[src/rtl/sort_batch_ctrl.sv]
// Batch controller around an external N-lane sorter: fills lanes, waits out the sorter, drains results.
// Optional macro DRAIN_TOPK_EN limits each batch's output to the TOP_K smallest entries.
module sort_batch_ctrl #(
    parameter int unsigned DW       = 8,
    parameter int unsigned IW       = 8,
    parameter int unsigned N        = 16,
    parameter int unsigned SORT_LAT = 2,
    parameter int unsigned TOP_K    = 4
) (
    input  logic            clk,
    input  logic            rst,
    input  logic            in_valid,
    output logic            in_ready,
    input  logic [DW-1:0]   in_dist,
    input  logic [IW-1:0]   in_id,
    input  logic            in_last,
    output logic [N*DW-1:0] srt_dist,
    output logic [N*IW-1:0] srt_id,
    input  logic [N*DW-1:0] srt_res_dist,
    input  logic [N*IW-1:0] srt_res_id,
    output logic            out_valid,
    input  logic            out_ready,
    output logic [DW-1:0]   out_dist,
    output logic [IW-1:0]   out_id,
    output logic            out_last,
    output logic            busy
);

    localparam int unsigned CW = $clog2(N + 1);
    localparam int unsigned XW = (N > 1) ? $clog2(N) : 1;
    localparam int unsigned SW = $clog2(SORT_LAT + 2);

`ifdef DRAIN_TOPK_EN
    localparam int unsigned LIMIT = (TOP_K < N) ? TOP_K : N;
`else
    localparam int unsigned LIMIT = N;
    logic unused_topk;
    assign unused_topk = ^TOP_K;
`endif

    typedef enum logic [1:0] {StFill, StSort, StDrain} state_e;

    state_e         state_q;
    logic [CW-1:0]  cnt_q;
    logic [XW-1:0]  idx_q;
    logic [SW-1:0]  sort_cnt_q;
    logic [DW-1:0]  lane_dist_q [N];
    logic [IW-1:0]  lane_id_q   [N];
    logic [DW-1:0]  res_dist_q  [N];
    logic [IW-1:0]  res_id_q    [N];

    logic [CW-1:0]  num_out;
    logic [XW-1:0]  last_idx;
    logic [XW-1:0]  idx_nxt;

    always_comb begin
        num_out  = (cnt_q > CW'(LIMIT)) ? CW'(LIMIT) : cnt_q;
        last_idx = XW'(num_out - CW'(1));
        idx_nxt  = idx_q + XW'(1);
    end

    for (genvar g = 0; g < N; g++) begin : g_lanes
        assign srt_dist[g*DW +: DW] = lane_dist_q[g];
        assign srt_id[g*IW +: IW]   = lane_id_q[g];
    end

    always_ff @(posedge clk) begin
        if (rst) begin
            state_q    <= StFill;
            cnt_q      <= '0;
            idx_q      <= '0;
            sort_cnt_q <= '0;
            in_ready   <= 1'b1;
            busy       <= 1'b0;
            out_valid  <= 1'b0;
            out_last   <= 1'b0;
            out_dist   <= '0;
            out_id     <= '0;
            for (int i = 0; i < N; i++) begin
                lane_dist_q[i] <= '1;
                lane_id_q[i]   <= '0;
            end
        end else begin
            unique case (state_q)
                StFill: begin
                    if (in_valid && in_ready) begin
                        lane_dist_q[cnt_q[XW-1:0]] <= in_dist;
                        lane_id_q[cnt_q[XW-1:0]]   <= in_id;
                        cnt_q <= cnt_q + CW'(1);
                        busy  <= 1'b1;
                        if (in_last || cnt_q == CW'(N - 1)) begin
                            state_q    <= StSort;
                            in_ready   <= 1'b0;
                            sort_cnt_q <= '0;
                        end
                    end
                end
                StSort: begin
                    // Lanes stay frozen here so the sorter sees a stable bus for SORT_LAT+1 cycles.
                    if (sort_cnt_q == SW'(SORT_LAT)) begin
                        for (int i = 0; i < N; i++) begin
                            res_dist_q[i] <= srt_res_dist[i*DW +: DW];
                            res_id_q[i]   <= srt_res_id[i*IW +: IW];
                        end
                        out_valid  <= 1'b1;
                        out_dist   <= srt_res_dist[DW-1:0];
                        out_id     <= srt_res_id[IW-1:0];
                        out_last   <= (num_out == CW'(1));
                        idx_q      <= '0;
                        sort_cnt_q <= '0;
                        state_q    <= StDrain;
                    end else begin
                        sort_cnt_q <= sort_cnt_q + SW'(1);
                    end
                end
                StDrain: begin
                    if (out_ready) begin
                        if (idx_q == last_idx) begin
                            state_q   <= StFill;
                            cnt_q     <= '0;
                            idx_q     <= '0;
                            in_ready  <= 1'b1;
                            busy      <= 1'b0;
                            out_valid <= 1'b0;
                            out_last  <= 1'b0;
                            out_dist  <= '0;
                            out_id    <= '0;
                            for (int i = 0; i < N; i++) begin
                                lane_dist_q[i] <= '1;
                                lane_id_q[i]   <= '0;
                            end
                        end else begin
                            idx_q    <= idx_nxt;
                            out_dist <= res_dist_q[idx_nxt];
                            out_id   <= res_id_q[idx_nxt];
                            out_last <= (idx_nxt == last_idx);
                        end
                    end
                end
                default: state_q <= StFill;
            endcase
        end
    end

endmodule

[config.mk]
export PLATFORM = sky130hd
export DESIGN_NAME = sort_batch_ctrl
export DESIGN_NICKNAME = d
export VERILOG_FILES = /design/src/rtl/sort_batch_ctrl.sv
export SDC_FILE = /design/constraint.sdc
export NUM_CORES = 1
export LEC_CHECK = 0
export BUFFER_PORTS_ARGS = -buffer_cell sky130_fd_sc_hd__buf_2
export CORE_AREA = 2 2 213 215
export CTS_CLUSTER_DIAMETER = 50
export DETAILED_ROUTE_END_ITERATION = 6
export DIE_AREA = 0 0 215 217
export MAX_ROUTING_LAYER = met4
export PLACE_DENSITY = 0.77
export RECOVER_POWER = 100
export SYNTH_ARGS = -nofsm -noshare
export SYNTH_HDL_FRONTEND = slang
export SYNTH_SLANG_ARGS = --single-unit
[constraint.sdc]
create_clock -name clk -period 11.77 [get_ports clk]
set_input_delay 0 -clock clk [delete_from_list [all_inputs] [get_ports clk]]
set_output_delay 0 -clock clk [all_outputs]
set_load 0.03 [all_outputs]
Word level (Yosys, flattened, before mapping)
Memories as Yosys holds them, arrays and structs flattened.
Index checks and enable logic that the tools add are counted.
W data, S select, Z words.

operators by class
  add/subtract/negate cells = 4
  magnitude comparators = 1
  eq/ne operators = 12
  muxes and demuxes = 95
  bitwise logic cells = 32
  reduce and logical (&&, ||, !) cells = 14

operators by type and width
  operator               count
  $mux W8                40
  $or A1 B1 Y1           32
  $pmux W8 S2            2
  $mux W1                28
  $mux W4                5
  $mux W5                4
  $mux W2                8
  $reduce_or A8 Y1       2
  $ne A2 B2 Y1 const B   5
  $pmux W5 S2            1
  $reduce_and A5 Y1      2
  $eq A4 B4 Y1           2
  $pmux W1 S2            4
  $pmux W4 S2            1
  $reduce_and A4 Y1      2
  $pmux W2 S3            1
  $reduce_and A3 Y1      2
  $reduce_bool A2 Y1     3
  $add A5 B1 Y5 const B  1
  $eq A5 B1 Y1 const B   1
  $eq A5 B4 Y1 const B   1
  $gt A5 B5 Y1 const B   1
  $add A4 B1 Y4 const B  1
  $eq A2 B2 Y1 const B   2
  other kinds (7)        7

storage, ports and cells
  bits in registers = 33
  RAM bits = 512
  bits of input ports = 277
  output and inout port bits = 276
  memories kept = 4

memories
  memory       words  width  rd ports  clocked after Yosys merged registers in  wr ports  line  RTL
  lane_dist_q  16     8      16        0                                        16        47    logic [DW-1:0] lane_dist_q [N];
  lane_id_q    16     8      16        0                                        16        48    logic [IW-1:0] lane_id_q [N];
  res_dist_q   16     8      1         0                                        16        49    logic [DW-1:0] res_dist_q [N];
  res_id_q     16     8      1         0                                        16        50    logic [IW-1:0] res_id_q [N];

Longest topological paths before layout
Gate-level depths: netlist (run 1).

  depth after elaboration = 11
  depth in mapped cells = 12
  gate-level depth less buffers = 11

Worst setup path before layout (run 1)
No wires, ideal clock.

  kind = reg2reg
  start point = register state_q[0]
  end point = memory res_dist_q[0][0], enable pin
  setup time = 0.879 ns
  arrival = 11.457 ns
  slack = -0.565 ns
  stages on the path, launching flop included = 5
  path through = dfxtp_1 > buf_2 > nor2b_1 > nand3b_1 > nor2_1

RTL lines
  item                    line  RTL
  start, declared         43    state_e state_q;
  start signal, assigned  69    state_q <= StFill;
  start signal, assigned  92    state_q <= StSort;
  start signal, assigned  111   state_q <= StDrain;
  end, declared           49

==> qor.txt, run 1 <==
Status -> finished, violations left
Slew of the pin with the lowest slew margin -> 4.95 ns
Slew headroom -> -2.30
Vias in the first global route -> 14,762
Total grt overflow -> 0
Largest net degree at the start of global routing -> 92
Die area -> 46,700 um^2
Hold violation count in the final report -> 0
First-pass GRT wire length -> 95,300 um
Initial Utilization -> 0.472
Final TNS setup -> 0 ns
Final #Nets -> 2,316
Worst Clk Skew -> 0.0242 ns
Chip width -> 215 um
Primary FF master, synth -> edfxtp_1
Critical path endpoint category -> flop
Fin crit share -> 0.516
Worst hold margin -> 0.0394 ns
TritonCTS Sinks -> 545
Hold crit path type -> primary input to flop
Final Wtd Congestion -> 0.854
EDFF count, synth -> 512
Core box area -> 44,700 um^2
CTS Root Cell -> clkbuf_16
Row count -> 78
Clk buf depth -> 3
VDD IR max -> 150 uV
Worst setup SP type -> flop
Area Overhead vs Synth -> 35.3%
Cell Pwr Density -> 148 nW/um^2
Hold Path Cell Cnt -> 2
Max Clock Freq -> 0.165 GHz
Via/cell ratio -> 5.54
Routed Antenna Nets -> 0
CTS buffer count -> 55
Pins Over Slew Limit -> 278
Final-layout fill cell count -> 3,224
Crit Path Category -> flop to flop
Post-layout minimum cycle time -> 6.07 ns
Reg2Reg Depth -> 4
Crit path DAT -> 6.15 ns
1st-iter DRT viols -> 1,703
Worst EP required -> 11.85 ns
Netlist cell types -> 49
Mapped Cells -> 1,212
Layout cells sized above 1 -> 0.184
Worst-Skew Late Latency -> 0.62 ns
Clock slew at reported path FFs -> 0.06 ns
Top Ports -> 553
Via count -> 14,866
GR Util All Layers -> 0.289
Mean Syn Cell Area -> 17.4 um^2
Remaining DRCs -> 0
Die Y -> 217 um
Failing checks -> max-capacitance violations, max-slew violations
Max Fanout on Critical Path -> 91
Synth Register Bits -> 545
H-tree lvl count -> 2
RSZ-0062 raised after global routing -> no
CTS tree -> yes
Async SR Flop Fraction -> 0
Leakage power -> 9.14 nW
MaxCap Viol Count -> 9
Synthesized area -> 21,100 um^2
Register area share after synthesis -> 0.761
Yosys warns -> 0
Pre-antenna DRT Iters -> 5
Final setup vio count -> 0
Syn nets -> 1,497
Final WL -> 66,600 um
Dpl hpwl -> 39,500 um
CTS resizes -> 0
Avg WL per Cell -> 24.8 um
PortBufs -> 552
Initial antenna violation count -> 8
path summary, 6_finish.rpt:
kind	start	end	slack, ns
worst max-delay path	state_q[0]$_SDFFE_PP0P_	res_id_q[5][4]$_DFFE_PP_	5.70
worst min-delay path	in_dist[5]	lane_dist_q[10][5]$_SDFFCE_PN1P_	0.04
worst max register to register	state_q[0]$_SDFFE_PP0P_	res_id_q[5][4]$_DFFE_PP_	5.70
worst min register to register	busy$_SDFFE_PP0P_	busy$_SDFFE_PP0P_	0.50
sequential cells by signal (all words and copies together) (netlist names), 2 cells and up:
signal,cells
cnt_q,5
idx_q,4
lane_dist_q,128
lane_id_q,128
out_dist,8
out_id,8
res_dist_q,128
res_id_q,128
sort_cnt_q,2
state_q,2
routing by layer:
| layer | wire length, um | global-route usage | vias to the layer above |
|---|---|---|---|
| met5 | 0 | - | - |
| met4 | 2940 | 0.113 | 0 |
| met3 | 7570 | 0.0727 | 190 |
| met2 | 32800 | 0.475 | 1165 |
| met1 | 23300 | 0.346 | 7199 |
| li1 | - | - | 6312 |
layout make-up:
type	instances	area (um^2)	area share
clock buffers	64	1410	0.0494
repair buffers	841	5090	0.178
well taps	600	751	0.0263
flip-flops and latches	545	16000	0.562
inverters	8	30.0	0.00105
diodes	8	20.0	0.000702
clock inverters	37	448	0.0157
multi-input cells	580	4740	0.166
worst max-delay path, stage by stage (launching register included):
cell	delay [ns]
dfxtp_1	0.50
nor2b_1	0.29
nand3b_1	0.20
nor2_1	0.92
clkbuf_1	3.50
synth_stat cells, drive strengths merged (2+ instances only):
cell type / count / area, um^2
mux4: 64 / 1440
nor2: 37 / 146
a221oi: 9 / 78.8
nor2b: 19 / 119
nand4: 2 / 12.5
ha: 8 / 100
nor3: 17 / 95.1
o21ai: 17 / 88.8
nor3b: 3 / 27.5
a311oi: 2 / 17.5
and2: 128 / 801
edfxtp: 512 / 15400
mux2i: 16 / 160
nand2b: 7 / 43.8
dfxtp: 33 / 661
a22oi: 9 / 67.6
clkbuf: 59 / 221
buf: 20 / 103
xor2: 5 / 43.8
or3: 98 / 613
nand3b: 2 / 15.0
nand3: 17 / 85.1
a31oi: 3 / 18.8
a21oi: 30 / 150
nand2: 19 / 71.3
xnor2: 4 / 35.0
o21a: 2 / 15.0
and3: 2 / 12.5
or2: 32 / 200
a211oi: 19 / 148
inv: 8 / 30.0
power by group:
part           leakage [nW]  internal, W  switching [W]  total, W
clock network         0.902      0.00103       0.000774   0.00180
registers              4.77      0.00214      0.0000113   0.00215
logic                  3.47     0.000108       0.000161  0.000270
through the flow:
step / std cells / setup slack, ns / util / power, W / instance area (um^2)
2_1_floorplan: 1212 / 3.77 / - / 0.00228 / 21100
6_report: 2683 / 5.70 / 0.638 / 0.00422 / 28500
5_1_grt: 2683 / 5.15 / 0.638 / 0.00432 / 28500
4_1_cts: 2673 / 7.80 / 0.649 / 0.00421 / 29000
3_3_place_gp: 2305 / 7.99 / 0.548 / 0.00239 / 24500
3_5_place_dp: 2305 / 7.86 / 0.548 / 0.00239 / 24500
layout by cell type (no fill, tap or decap), drive strengths merged, types with 2 or more instances in the layout:
cell type,n
edfxtp,512
clkbuf,450
dlygate4sd3,267
buf,188
and2,128
or3,98
mux4,64
nor2,37
dfxtp,33
or2,32
a21oi,30
clkinv,23
nand2,19
nor2b,19
a211oi,19
nand3,17
nor3,17
o21ai,17
mux2i,16
inv,13
a221oi,9
a22oi,9
diode,8
ha,8
nand2b,7
bufinv,7
xor2,5
xnor2,4
nor3b,3
a31oi,3
and3,2
o21a,2
nand3b,2
a311oi,2
nand4,2
clkinvlp,2
what timing repair did:
item                      4_1_cts  5_1_grt
hold endpoints to repair      355        0
hold buffers                  267        0
setup buffers                   0        0
kinds of logic after synthesis:
kind of cell    after synthesis  synth area share
compound gates               98            0.0309
mux                          80            0.0760
flops                       545             0.761
fa+ha+maj                     8           0.00475
xor+xnor                      9           0.00374
simple gates                385             0.107
buf+inv                      87            0.0168
Power figures use the tool's default switching activity.
==> run 2: changes to the inputs <==
==> constraint.sdc (replaced) <==
create_clock -name clk -period 4.9 [get_ports clk]
set_input_delay 0 -clock clk [delete_from_list [all_inputs] [get_ports clk]]
set_output_delay 0 -clock clk [all_outputs]
set_load 0.03 [all_outputs]
==> qor.txt, run 2 <==
TritonCTS Sinks -> 545
Total grt overflow -> 0
Initial antenna violation count -> 5
CTS Root Cell -> clkbuf_16
Stop Error -> [ERROR DRT-0255] Maze Route cannot find path of net srt_dist[44] in worker of routeBox ( 193200 0 ) ( 215000 48300 ).
Top Ports -> 553
Clk buf depth -> 3
Register area share after synthesis -> 0.761
Synth area leaders -> edfxtp_1, mux4_2, and2_1, dfxtp_1, or3_1
Initial Utilization -> 0.472
Row count -> 78
Failed at -> 5_2_route
CTS buffer count -> 56
GR Util All Layers -> 0.296
Post-synth top cells -> edfxtp_1, and2_1, or3_1, mux4_2, clkbuf_1
EDFF count, synth -> 512
Worst slack, placed -> 1.23 ns
Placed insts -> 2,315
Netlist cell types -> 49
Post-synth top area cell -> edfxtp_1
Yosys warns -> 0
Chip width -> 215 um
Status -> stopped before the end
CTS resizes -> 0
Synth Register Bits -> 545
Vias in the first global route -> 14,974
Die Y -> 217 um
Mean Syn Cell Area -> 17.4 um^2
Most frequent cell after synthesis -> edfxtp_1
Synthesized area -> 21,100 um^2
Syn nets -> 1,497
Largest net degree at the start of global routing -> 154
H-tree lvl count -> 2
Yosys top cell area share -> 0.729
First-pass GRT wire length -> 98,700 um
Dpl hpwl -> 40,100 um
Primary FF master, synth -> edfxtp_1
Mapped Cells -> 1,212
Final Wtd Congestion -> 0.883
PortBufs -> 552
Async SR Flop Fraction -> 0
## run 2: cell counts after synthesis
No cell type changed its count.
## run 2: cells by family after synthesis
kind of cell             after synthesis  synth area share
flip-flops                           545             0.761
AND/OR/NAND/NOR                      385             0.107
AO/OA/AOI/OAI                         98            0.0309
buffers and inverters                 87            0.0168
multiplexers                          80            0.0760
XOR/XNOR                               9           0.00374
adder cells (fa/ha/maj)                8           0.00475
## run 2: per-layer routing
metal  global-route usage
met1                0.358
met2                0.501
met3               0.0597
met4                0.102
met5                    -
## run 2: stage by stage
step                area (um^2)  hold slack (ns)   util
detailed placement        24600            0.178  0.550
global route              28600           0.0207  0.640
CTS                       29200          0.00804  0.652
global placement          24600            0.176  0.550
floorplan                 21100           0.0989      -
## run 2: timing repair
action                                 4_1_cts  5_1_grt
endpoints found under the hold margin      339        0
hold buffers                               266        0
buffers inserted                             0        0
==> run 3: changes to the inputs <==
--- a/config.mk
+++ b/config.mk
@@ -6,12 +6,9 @@
 export NUM_CORES = 1
 export LEC_CHECK = 0
 export BUFFER_PORTS_ARGS = -buffer_cell sky130_fd_sc_hd__buf_2
-export CORE_AREA = 2 2 213 215
-export CTS_CLUSTER_DIAMETER = 50
+export CORE_UTILIZATION = 40
 export DETAILED_ROUTE_END_ITERATION = 6
-export DIE_AREA = 0 0 215 217
-export MAX_ROUTING_LAYER = met4
-export PLACE_DENSITY = 0.77
+export PLACE_DENSITY_LB_ADDON = 0.15
 export RECOVER_POWER = 100
 export SYNTH_ARGS = -nofsm -noshare
 export SYNTH_HDL_FRONTEND = slang
==> constraint.sdc (replaced) <==
create_clock -name clk -period 6.4 [get_ports clk]
set_input_delay 0 -clock clk [delete_from_list [all_inputs] [get_ports clk]]
set_output_delay 0 -clock clk [all_outputs]
set_load 0.03 [all_outputs]
==> qor.txt, run 3 (synthesized netlist as in run 1, its figures left out) <==
Status -> finished, violations left
Failing checks -> max-capacitance violations, max-slew violations
Placed insts -> 2,385
Reg2Reg Depth -> 12
Fin crit share -> 0.726
Final Wtd Congestion -> 0.806
TritonCTS Sinks -> 545
Critical path endpoint category -> flop
Final Cell Area -> 28,700 um^2
CTS buffer count -> 57
VDD IR max -> 257 uV
Initial antenna violation count -> 4
Avg WL per Cell -> 22.9 um
Crit Reg-Reg Endpoint -> lane_dist_q[11][4]$_SDFFCE_PN1P_
Pins Over Slew Limit -> 273
Hold violation count in the final report -> 0
MaxCap Viol Count -> 5
Final setup vio count -> 0
Post-layout minimum cycle time -> 4.65 ns
Crit Path Category -> flop to flop
Hold Path Cell Cnt -> 2
Total grt overflow -> 0
Max Fanout on Critical Path -> 17
Placed instance area -> 24,600 um^2
Clk buf depth -> 3
Chip width -> 232 um
Largest net degree at the start of global routing -> 205
Via count -> 13,866
Final Non-Filler Cells -> 2,762
Final WL -> 63,300 um
Commonest non-fill, non-tap cell in the layout -> edfxtp_1
Core box area -> 51,700 um^2
Cell Pwr Density -> 269 nW/um^2
FF-to-FF Start -> cnt_q[0]$_SDFFE_PP0P_
Final TNS setup -> 0 ns
Leakage power -> 9.27 nW
Worst Clk Skew -> 0.0228 ns
Dpl hpwl -> 41,400 um
Worst EP required -> 6.47 ns
Final #Nets -> 2,317
Remaining DRCs -> 0
Top Ports -> 553
CTS tree -> yes
Crit path DAT -> 4.71 ns
Layout cells sized above 1 -> 0.206
Pre-antenna DRT Iters -> 5
CTS Root Cell -> clkbuf_16
1st-iter DRT viols -> 869
Postcts setup bufs -> 0
Vias in the first global route -> 13,938
GR Util All Layers -> 0.230
R2R Setup Slk -> 1.75 ns
Routed Antenna Nets -> 0
Worst setup SP type -> flop
Max Clock Freq -> 0.215 GHz
RSZ-0062 raised after global routing -> no
H-tree lvl count -> 2
Slew headroom -> -0.885
PortBufs -> 552
Clock slew at reported path FFs -> 0.06 ns
Hold crit path type -> primary input to flop
Power, Total -> 0.00772 W
Die area -> 53,600 um^2
Area Overhead vs Synth -> 36.0%
Initial Utilization -> 0.408
WHS Endpoint -> lane_dist_q[14][7]$_SDFFCE_PN1P_
Worst-Skew Late Latency -> 0.63 ns
Slew of the pin with the lowest slew margin -> 2.83 ns
Die Y -> 232 um
Hold Crit Start -> in_dist[7]
Row count -> 83
Highest-count cells in the layout ignoring fill and taps -> edfxtp_1, clkbuf_1, dlygate4sd3_1
Via/cell ratio -> 5.02
First-pass GRT wire length -> 89,500 um
run 3: what timing repair did:
item / CTS / global route
hold endpoints to repair: 390 / 0
hold buffers: 268 / 0
gates resized for setup: 0 / 0
run 3: metal layers:
layer,up-vias,GRT usage,routed length (um)
li1,6310,-,-
met1,6817,0.278,24200
met2,628,0.398,31800
met3,107,0.0607,5300
met4,4,0.0771,2020
met5,-,0,31
run 3: final cells by class:
type / instances / area (um^2)
diodes: 2 / 5.00
clock buffers: 63 / 1450
clock inverters: 44 / 400
fillers: 4259 / 23100
inverters: 8 / 30.0
multi-input cells: 580 / 4740
flip-flops and latches: 545 / 16000
well taps: 680 / 851
repair buffers: 840 / 5140
run 3: worst max-delay path by stage:
stage                                       start                               end  slack (ns)  cells after the start
final                       cnt_q[0]$_SDFFE_PP0P_  lane_dist_q[11][4]$_SDFFCE_PN1P_        1.75                     12
after global routing        cnt_q[0]$_SDFFE_PP0P_    lane_id_q[11][1]$_SDFFCE_PN0P_        1.27                     12
after CTS                   cnt_q[0]$_SDFFE_PP0P_    lane_id_q[11][6]$_SDFFCE_PN0P_        2.52                     12
after detailed placement    cnt_q[0]$_SDFFE_PP0P_  lane_dist_q[11][4]$_SDFFCE_PN1P_        2.52                     12
after global placement      cnt_q[0]$_SDFFE_PP0P_  lane_dist_q[11][3]$_SDFFCE_PN1P_        2.63                     12
after floorplan           state_q[0]$_SDFFE_PP0P_        res_dist_q[0][0]$_DFFE_PP_        1.27                      4
run 3: through the flow:
stage	utilization	hold WS, ns	setup slack (ns)
6_report	0.554	0.0473	1.75
5_1_grt	0.554	0.0329	1.27
4_1_cts	0.564	0.0157	2.52
3_5_place_dp	0.476	0.178	2.52
3_3_place_gp	0.476	0.176	2.63
2_1_floorplan	-	0.0989	1.27
run 3: worst max-delay path, cell delays in order (launching register included):
cell,delay (ns)
dfxtp_1,0.49
inv_1,0.11
ha_1,0.25
nor3b_1,0.17
o21ai_0,0.27
ha_1,0.21
xor2_1,0.18
xnor2_1,0.13
nand2_1,0.10
nor4_1,0.07
a31oi_2,0.18
clkbuf_1,0.81
o21ai_0,1.12
run 3: power breakdown:
| group | internal, W | leakage [nW] | switching (W) |
|---|---|---|---|
| Clock | 0.00188 | 0.904 | 0.00140 |
| Sequential | 0.00394 | 4.77 | 0.0000219 |
| Combinational | 0.000202 | 3.60 | 0.000283 |
| Total | 0.00602 | 9.27 | 0.00171 |
==> run 4: changes to the inputs <==
--- a/config.mk
+++ b/config.mk
@@ -5,6 +5,7 @@
 export SDC_FILE = /design/constraint.sdc
 export NUM_CORES = 1
 export LEC_CHECK = 0
+export ABC_AREA = 1
 export BUFFER_PORTS_ARGS = -buffer_cell sky130_fd_sc_hd__buf_2
 export CORE_UTILIZATION = 40
 export DETAILED_ROUTE_END_ITERATION = 6
==> constraint.sdc (replaced) <==
create_clock -name clk -period 4.7 [get_ports clk]
set_input_delay 0 -clock clk [delete_from_list [all_inputs] [get_ports clk]]
set_output_delay 0 -clock clk [all_outputs]
set_load 0.03 [all_outputs]
==> qor.txt, run 4 <==
Status -> finished, violations left
Clock slew at reported path FFs -> 0.06 ns
Syn nets -> 1,908
TritonCTS Sinks -> 545
Via count -> 15,848
Sw Ratio -> 0.226
Commonest non-fill, non-tap cell in the layout -> edfxtp_1
Final WL -> 66,000 um
GR Util All Layers -> 0.243
Highest-count cells in the layout ignoring fill and taps -> edfxtp_1, nand2_1, clkbuf_1
Final TNS setup -> 0 ns
Placed insts -> 2,791
Synth Register Bits -> 545
Clk buf depth -> 3
Sequential share of power -> 0.509
Failing checks -> max-capacitance violations, max-slew violations
Core box area -> 51,500 um^2
Comb pwr share -> 0.074
CTS Root Cell -> clkbuf_16
Primary FF master, synth -> edfxtp_1
Area Overhead vs Synth -> 35.1%
Total grt overflow -> 0
Yosys warns -> 0
Final Cell Area -> 28,300 um^2
First-pass GRT wire length -> 96,000 um
Post-synth top cells -> edfxtp_1, nand2_1, nor2_1, a21oi_1, nand3_1
Worst Clk Skew -> 0.0317 ns
Pre-antenna DRT Iters -> 5
Leakage power -> 10.1 nW
Met1 WL -> 26,200 um
VDD IR max -> 304 uV
Final #Nets -> 2,715
Largest net degree at the start of global routing -> 83
Synthesized area -> 21,000 um^2
Int Power -> 0.00828 W
PortBufs -> 552
Top Ports -> 553
Met3 wire length -> 4790 um
Hold violation count in the final report -> 0
Remaining DRCs -> 0
Final Wtd Congestion -> 0.826
CTS buffer count -> 56
Layout cells sized above 1 -> 0.140
Placed instance area -> 24,400 um^2
Dpl hpwl -> 43,800 um
Routed Antenna Nets -> 0
H-tree lvl count -> 2
EDFF count, synth -> 512
Die area -> 53,300 um^2
Via/cell ratio -> 5.01
Netlist cell types -> 38
MaxCap Viol Count -> 4
Chip width -> 231 um
Metal2 WL -> 33,100 um
RSZ-0062 raised after global routing -> no
Final Non-Filler Cells -> 3,162
Crit Path Category -> flop to flop
Post-synth top area cell -> edfxtp_1
Die Y -> 231 um
Psw -> 0.00242 W
Critical path endpoint category -> flop
Initial antenna violation count -> 5
Max Fanout on Critical Path -> 53
Most frequent cell after synthesis -> edfxtp_1
Power share of the clock group -> 0.417
Initial Utilization -> 0.407
Worst EP required -> 5.23 ns
Mean Syn Cell Area -> 12.9 um^2
Slew of the pin with the lowest slew margin -> 1.84 ns
Worst-Skew Late Latency -> 0.61 ns
Max layer used -> met4
Worst hold margin -> 0.0949 ns
Crit path DAT -> 4.10 ns
Register area share after synthesis -> 0.765
Async SR Flop Fraction -> 0
Post-layout minimum cycle time -> 3.58 ns
Worst setup SP type -> flop
Cell Pwr Density -> 378 nW/um^2
1st-iter DRT viols -> 1,061
Avg WL per Cell -> 20.9 um
Max Clock Freq -> 0.280 GHz
Vias in the first global route -> 15,661
Yosys top cell area share -> 0.734
Fin crit share -> 0.761
Mapped Cells -> 1,623
Synth area leaders -> edfxtp_1, nand2_1, nor2_1, dfxtp_1, a21oi_1
CTS tree -> yes
Pins Over Slew Limit -> 219
Hold crit path type -> primary input to flop
Slew headroom -> -0.228
Row count -> 83
Final setup vio count -> 0
[run 4: per-stage QoR]
| stage | util | power [W] | setup slack, ns |
|---|---|---|---|
| 2_1_floorplan | - | 0.00590 | -0.136 |
| 3_3_place_gp | 0.474 | 0.00619 | 1.47 |
| 3_5_place_dp | 0.474 | 0.00620 | 1.38 |
| 4_1_cts | 0.560 | 0.0108 | 1.35 |
| 5_1_grt | 0.550 | 0.0110 | 0.708 |
| 6_report | 0.550 | 0.0107 | 1.12 |
[run 4: path summary, 6_finish.rpt]
| kind | startpoint | endpoint | slack (ns) | cells after the start |
|---|---|---|---|---|
| worst max-delay path | idx_q[0]$_SDFFE_PP0P_ | out_dist[7]$_SDFFE_PP0P_ | 1.12 | 11 |
| worst min-delay path | srt_res_dist[94] | res_dist_q[11][6]$_DFFE_PP_ | 0.09 | 2 |
| worst max register to register | idx_q[0]$_SDFFE_PP0P_ | out_dist[7]$_SDFFE_PP0P_ | 1.12 | 11 |
| worst min register to register | busy$_SDFFE_PP0P_ | busy$_SDFFE_PP0P_ | 0.47 | 2 |
[run 4: metal layers]
| layer | GRT usage | up-vias |
|---|---|---|
| met1 | 0.302 | 7676 |
| met5 | 0 | - |
| li1 | - | 7317 |
| met4 | 0.0824 | 0 |
| met2 | 0.425 | 729 |
| met3 | 0.0421 | 126 |
[run 4: power groups by stage]
| stage | clock network (W) | logic (W) | registers [W] |
|---|---|---|---|
| after floorplan | 0 | 0.000233 | 0.00567 |
| after global placement | 0 | 0.000644 | 0.00554 |
| after detailed placement | 0 | 0.000649 | 0.00555 |
| after CTS | 0.00453 | 0.000830 | 0.00544 |
| after global routing | 0.00471 | 0.000857 | 0.00545 |
| final | 0.00446 | 0.000796 | 0.00545 |
[run 4: logic make-up (layout without fill, tap and decap cells)]
logic type / after synthesis / in the layout / share of synthesized area
flip-flops: 545 / 545 / 0.765
buffers and inverters: 160 / 1012 / 0.0309
XOR/XNOR: 7 / 7 / 0.00364
AND/OR/NAND/NOR: 700 / 700 / 0.138
adder cells (fa/ha/maj): 8 / 8 / 0.00478
other: 0 / 7 / 0
AO/OA/AOI/OAI: 203 / 203 / 0.0574
[run 4: final cells by class]
cell class | instances | area, um^2
fillers | 4541 | 23200
flip-flops and latches | 545 | 16000
repair buffers | 827 | 5050
multi-input cells | 918 | 4200
clock buffers | 65 | 1440
well taps | 680 | 851
clock inverters | 38 | 400
inverters | 82 | 315
diodes | 7 | 17.5
[run 4: what timing repair did]
| item | 4_1_cts | 5_1_grt |
|---|---|---|
| resized for setup | 0 | 0 |
| endpoints found under the hold margin | 289 | 0 |
| hold buffers | 261 | 0 |
| buffers inserted | 0 | 0 |
[run 4: critical path, cell delays in order (launching register included)]
cell and delay [ns]:
dfxtp_4 0.74, ha_2 0.41, inv_1 1.11, buf_4 0.43, a21oi_1 0.07, a22oi_1 0.22
nand2_1 0.11, nand3_1 0.10, nand2_1 0.05, inv_1 0.05, nand2_1 0.05, a21oi_1 0.15
